`src/rtl/conv_pkg.sv`:
```
// Shared types and constants for the convolution result write path.
package conv_pkg;

  localparam int LANES      = 4;
  localparam int BEAT_BYTES = 16;

  typedef enum logic [2:0] {
    ST_IDLE,
    ST_GO,
    ST_STREAM,
    ST_FLUSH,
    ST_WAIT_DONE
  } wr_pack_state_t;

  // Bytes covered by a block of 'words' results, rounded up to whole beats.
  function automatic logic [31:0] block_bytes(input logic [31:0] words);
    logic [31:0] beats;
    beats = (words + 32'd3) >> 2;
    return beats * 32'(BEAT_BYTES);
  endfunction

endpackage

```
`src/rtl/wr_beat_pack.sv`:
```
// Packs DW-bit words into BW-bit beats, lane 0 in the low bits; emits a
// registered one-cycle push per full or flushed (zero-padded) beat.
module wr_beat_pack #(
  parameter int DW = 32,
  parameter int BW = 128
) (
  input  logic          clk,
  input  logic          rst_n,
  input  logic          accept_i,
  input  logic [DW-1:0] data_i,
  input  logic          flush_i,
  output logic          last_lane_o,
  output logic          push_o,
  output logic [BW-1:0] beat_o
);

  localparam int LANES_L = BW / DW;
  localparam int LW      = $clog2(LANES_L);

  logic [LW-1:0] lane_q, lane_d;
  logic [BW-1:0] lanes_q, lanes_d;
  logic          push_q, push_d;
  logic [BW-1:0] beat_q, beat_d;

  assign last_lane_o = (lane_q == LW'(LANES_L - 1));
  assign push_o      = push_q;
  assign beat_o      = beat_q;

  // Lanes are cleared on every push so a flush naturally zero-pads.
  always_comb begin
    lane_d  = lane_q;
    lanes_d = lanes_q;
    push_d  = 1'b0;
    beat_d  = beat_q;
    if (accept_i) begin
      if (last_lane_o) begin
        beat_d  = {data_i, lanes_q[BW-DW-1:0]};
        push_d  = 1'b1;
        lanes_d = '0;
        lane_d  = '0;
      end else begin
        lanes_d[lane_q*DW +: DW] = data_i;
        lane_d = lane_q + 1'b1;
      end
    end else if (flush_i) begin
      beat_d  = lanes_q;
      push_d  = 1'b1;
      lanes_d = '0;
      lane_d  = '0;
    end
  end

  always_ff @(posedge clk or negedge rst_n) begin
    if (!rst_n) begin
      lane_q  <= '0;
      lanes_q <= '0;
      push_q  <= 1'b0;
      beat_q  <= '0;
    end else begin
      lane_q  <= lane_d;
      lanes_q <= lanes_d;
      push_q  <= push_d;
      beat_q  <= beat_d;
    end
  end

endmodule

```
`src/rtl/conv_wr_pack.sv`:
```
// Feeds the Avalon write master: one transfer per result block, beats pushed
// under almost-full back-pressure, completion after a low-then-high wm_done.
//
// Handshake: a word moves when in_valid & in_ready are both high on a rising
// clock edge; in_ready never depends on in_valid, and in_valid may drop at will.
module conv_wr_pack
  import conv_pkg::*;
#(
  parameter int DW = 32,
  parameter int BW = 128
) (
  input  logic           clk,
  input  logic           rst_n,
  input  logic           cfg_start,
  input  logic [31:0]    cfg_base,
  input  logic [31:0]    cfg_words,
  output logic           cfg_busy,
  output logic           cfg_done,
  input  logic           in_valid,
  input  logic [DW-1:0]  in_data,
  output logic           in_ready,
  output logic           wm_fixed_location,
  output logic [31:0]    wm_base,
  output logic [31:0]    wm_length,
  output logic           wm_go,
  input  logic           wm_done,
  output logic           wm_write_buffer,
  output logic [BW-1:0]  wm_buffer_data,
  input  logic           wm_buffer_full,
  output wr_pack_state_t dbg_state
);

  wr_pack_state_t state_q, state_d;
  logic [31:0]    base_q, base_d;
  logic [31:0]    length_q, length_d;
  logic [31:0]    words_left_q, words_left_d;
  logic           seen_low_q, seen_low_d;
  logic           done_q, done_d;
  logic           accept;
  logic           flush;
  logic           last_lane;

  assign in_ready = (state_q == ST_STREAM) && !wm_buffer_full && (words_left_q != '0);
  assign accept   = in_valid && in_ready;

  always_comb begin
    state_d      = state_q;
    base_d       = base_q;
    length_d     = length_q;
    words_left_d = words_left_q;
    seen_low_d   = seen_low_q;
    done_d       = 1'b0;
    flush        = 1'b0;
    case (state_q)
      ST_IDLE: begin
        if (cfg_start) begin
          if (cfg_words == '0) begin
            done_d = 1'b1;
          end else begin
            base_d       = cfg_base & 32'hFFFF_FFF0;
            length_d     = block_bytes(cfg_words);
            words_left_d = cfg_words;
            state_d      = ST_GO;
          end
        end
      end
      ST_GO: begin
        seen_low_d = 1'b0;
        state_d    = ST_STREAM;
      end
      ST_STREAM: begin
        // wm_done is still high from the previous transfer right after go.
        seen_low_d = seen_low_q | ~wm_done;
        if (accept) begin
          words_left_d = words_left_q - 32'd1;
          if (words_left_q == 32'd1) begin
            state_d = last_lane ? ST_WAIT_DONE : ST_FLUSH;
          end
        end
      end
      ST_FLUSH: begin
        seen_low_d = seen_low_q | ~wm_done;
        flush      = 1'b1;
        state_d    = ST_WAIT_DONE;
      end
      ST_WAIT_DONE: begin
        seen_low_d = seen_low_q | ~wm_done;
        if (seen_low_q && wm_done) begin
          done_d     = 1'b1;
          seen_low_d = 1'b0;
          state_d    = ST_IDLE;
        end
      end
      default: state_d = ST_IDLE;
    endcase
  end

  always_ff @(posedge clk or negedge rst_n) begin
    if (!rst_n) begin
      state_q      <= ST_IDLE;
      base_q       <= '0;
      length_q     <= '0;
      words_left_q <= '0;
      seen_low_q   <= 1'b0;
      done_q       <= 1'b0;
    end else begin
      state_q      <= state_d;
      base_q       <= base_d;
      length_q     <= length_d;
      words_left_q <= words_left_d;
      seen_low_q   <= seen_low_d;
      done_q       <= done_d;
    end
  end

  wr_beat_pack #(
    .DW(DW),
    .BW(BW)
  ) u_pack (
    .clk        (clk),
    .rst_n      (rst_n),
    .accept_i   (accept),
    .data_i     (in_data),
    .flush_i    (flush),
    .last_lane_o(last_lane),
    .push_o     (wm_write_buffer),
    .beat_o     (wm_buffer_data)
  );

  assign cfg_busy          = (state_q != ST_IDLE);
  assign cfg_done          = done_q;
  assign wm_go             = (state_q == ST_GO);
  assign wm_base           = base_q;
  assign wm_length         = length_q;
  assign wm_fixed_location = 1'b0;
  assign dbg_state         = state_q;

endmodule

```
`config.mk`:
```
export PLATFORM = sky130hd
export DESIGN_NAME = conv_wr_pack
export DESIGN_NICKNAME = d
export VERILOG_FILES = /design/src/rtl/conv_pkg.sv /design/src/rtl/wr_beat_pack.sv /design/src/rtl/conv_wr_pack.sv
export SDC_FILE = /design/constraint.sdc
export NUM_CORES = 1
export LEC_CHECK = 0
export ABC_AREA = 0
export CAP_MARGIN = 10
export CORE_MARGIN = 8
export CORE_UTILIZATION = 56
export CTS_CLUSTER_SIZE = 30
export DETAILED_ROUTE_END_ITERATION = 8
export PLACE_DENSITY = 0.86
export SYNTH_ARGS = -nofsm -noshare
export SYNTH_HDL_FRONTEND = slang
export SYNTH_SLANG_ARGS = --single-unit
```
`constraint.sdc`:
```
create_clock -name clk -period 6 [get_ports clk]
set_input_delay 0.6 -clock clk [delete_from_list [all_inputs] [get_ports clk]]
set_output_delay 0.6 -clock clk [all_outputs]
set_load 0.01 [all_outputs]
```
==> results.yml <==
clock_tree:
  cts_resized: 0
  cts-root-buf: "clkbuf_16"
  numCtsBuffers: 37
  postCtsSetupBuffers: 0
  clock_latency_ns: 0.53
  clock-sinks: 352
  hold_buffers: 0
  clkTransAtPathRegs_ns: 0.06
  cts_tree: "yes"
  clockBufferDepth: 3
  cts-htree-levels: 2
floorplan:
  die_area_um2: 31920
  die_h_um: 178.7
  initial_core_util: 0.5686
  coreArea_um2: 26060
  fp.dieW_um: 178.7
  ios: 303
  fp-row-count: 59
placed_design:
  dp_slack_ns: 2.021
  dp.cells: 1801
  dp_hpwl_mm: 26.76
  placed_area_um2: 17900
  io_buffers: 289
  routabilityCongestion: 0.8586
drt:
  wl_per_cell_um: 21.77
  drc: 0
  wl_mm: 40.73
  vias: 11426
  ant_nets: 0
  vias_per_cell: 6.107
  drt_first_pass_iters: 7
  drtIter0Drc: 1055
synthesis:
  ys_seq_area_frac: 0.5945
  ys_warn_count: 0
  synth_top_family_by_area: "compound AO/OA/AOI/OAI gates"
  synthDistinctLibCells: 60
  synthTopCellsByCount: "dfrtp_1 (352), nand2_1 (161), a22o_1 (96)"
  synthTopCellsByArea: "dfrtp_1 (59%), mux2_2 (6.8%), a22o_1 (5.7%)"
  synthCells: 1244
  async_reset_ff_frac: 1.000
  synthXorXnorAreaFrac: 0.01596
  yosys.area_share.simple: 0.1315
  synth-edff-count: 0
  synthAdderAreaFrac: 0.005911
  yosysTopAreaCell: "dfrtp_1"
  synth_compound_gate_area_share: 0.1442
  synth_flop_cell: "dfrtp_1"
  synth.area.mux_share: 0.07440
  synth.avg_cell_area_um2: 11.91
  syn_area_um2: 14820
  synth-seq-cells: 352
  synth_most_common_cell: "dfrtp_1"
  synth_top_area_frac: 0.5945
cells_and_area:
  seq_area_um2: 8808
  utilization: 0.7322
  area_growth_pct: 28.77
  stdcell_count: 1871
  fillCellCount: 1697
  multi_input_area_um2: 5582
  final_area_um2: 19080
  final_nets: 1614
  layout-drive-gt1-share: 0.1415
worst_setup_path:
  worstPathRequired_ns: 6.40
  end_kind: "flop"
  cpMaxStageDelayCell: "or4_4"
  crit_fanout: 108
  crit_type: "flop to flop"
  crit_chain: "nor3_1, nand4_1, or4_4, a31oi_4, buf_12, mux2_2"
  critPathLaunchType: "flop"
  slowest_delay_ns: 0.76
  cp.arrival_ns: 4.51
timing:
  fin_setup_tns_ns: 0
  worst_pin_slew_ns: 1.233
  maxSlewHeadroom: 0.1746
  setup_violations: 0
  fmax_ghz: 0.2436
  period_needed_ns: 4.106
  slew_violations: 0
  hold_slack_ns: 0.02213
  clock_skew_ns: 0.01468
  setup_ws_ns: 1.895
  rsz0062_at_grt: "no"
  hold_violations: 0
  post-route-period-util: 0.6843
global_route:
  gr-total-overflow: 0
  grt_max_degree: 139
  grt_pass1_vias: 11763
  grt_usage: 0.2530
  grt_pass1_wl_mm: 64.73
  antenna_found_initial: 3
run_status:
  status: "finished clean"
power:
  total_power_mw: 8.804
  leakage_nw: 8.638
  ir_drop_uv: 308.8
  p_per_area_nw_per_um2: 461.4
worst_hold_path:
  min_path_type: "input pin to async pin"
flow_run:
  drv_cap: 0
==> final timing paths <==
| path | startpoint | endpoint | slack, ns | depth (start not counted) |
|---|---|---|---|---|
| setup / recovery | words_left_q[5] | u_pack.beat_o[23] | 1.89 | 6 |
| hold / removal | rst_n | u_pack.beat_o[31] | 0.02 | 1 |
| setup reg to reg | words_left_q[5] | u_pack.beat_o[23] | 1.89 | 6 |
| hold reg to reg | wm_base[20] | wm_base[20] | 0.47 | 2 |
| max in group asynchronous | rst_n | u_pack.lanes_q[73] | 4.65 | 2 |
| min in group clk | wm_base[20] | wm_base[20] | 0.47 | 2 |
==> cell usage in the layout (no fill, tap or decap), drive strengths merged, types with 36 or more instances in the layout <==
cell type        n
nand2          161
clkbuf          53
a22o            96
dfrtp          352
clkdlybuf4s50  288
mux2            97
nor2            54
and2            36
==> kinds of logic after synthesis <==
group / after synthesis
AO/OA/AOI/OAI: 255
XOR/XNOR: 27
adder cells (fa/ha/maj): 7
buffers and inverters: 102
flip-flops: 352
multiplexers: 98
other: 1
AND/OR/NAND/NOR: 402
==> where the power goes <==
part / internal [mW] / switching (mW) / leakage, nW
logic: 1.55 / 1.65 / 3.39
clock network: 1.25 / 0.936 / 0.585
registers: 2.97 / 0.440 / 4.66
total: 5.78 / 3.03 / 8.64
==> critical path: cells and delay by family, from the launching register on <==
family | cells | cell delay (ns)
AO/OA/AOI/OAI | 1 | 0.65
buffers and inverters | 1 | 0.50
AND/OR/NAND/NOR | 3 | 1.89
multiplexers | 1 | 0.41
flip-flops | 1 | 0.45
==> final cells by class <==
class,count,share of cell area
Sequential cell,352,0.4617
Multi-Input combinational cell,798,0.2925
Timing Repair Buffer,307,0.1603
Clock buffer,53,0.05587
Tap cell,335,0.02197
Clock inverter,15,0.005640
Inverter,9,0.001771
Antenna cell,2,0.0002623
==> registers in the layout, summed over array words and instances (netlist names), 2 cells and up <==
register,count
u_pack.lane_q,2
u_pack.beat_o,128
words_left_q,32
dbg_state,3
wm_length,28
u_pack.lanes_q,128
wm_base,28
==> routing by layer <==
layer	GRT usage	wire length, um	part of all wire	vias to the layer above
li1	-	-	-	5053
met1	0.3198	16300	0.40	5746
met2	0.4201	19530	0.48	528
met3	0.06508	3783	0.093	97
met4	0.08371	1115	0.027	2
met5	0	11	0.00027	-
No activity file was read; power rests on OpenSTA's default activity.
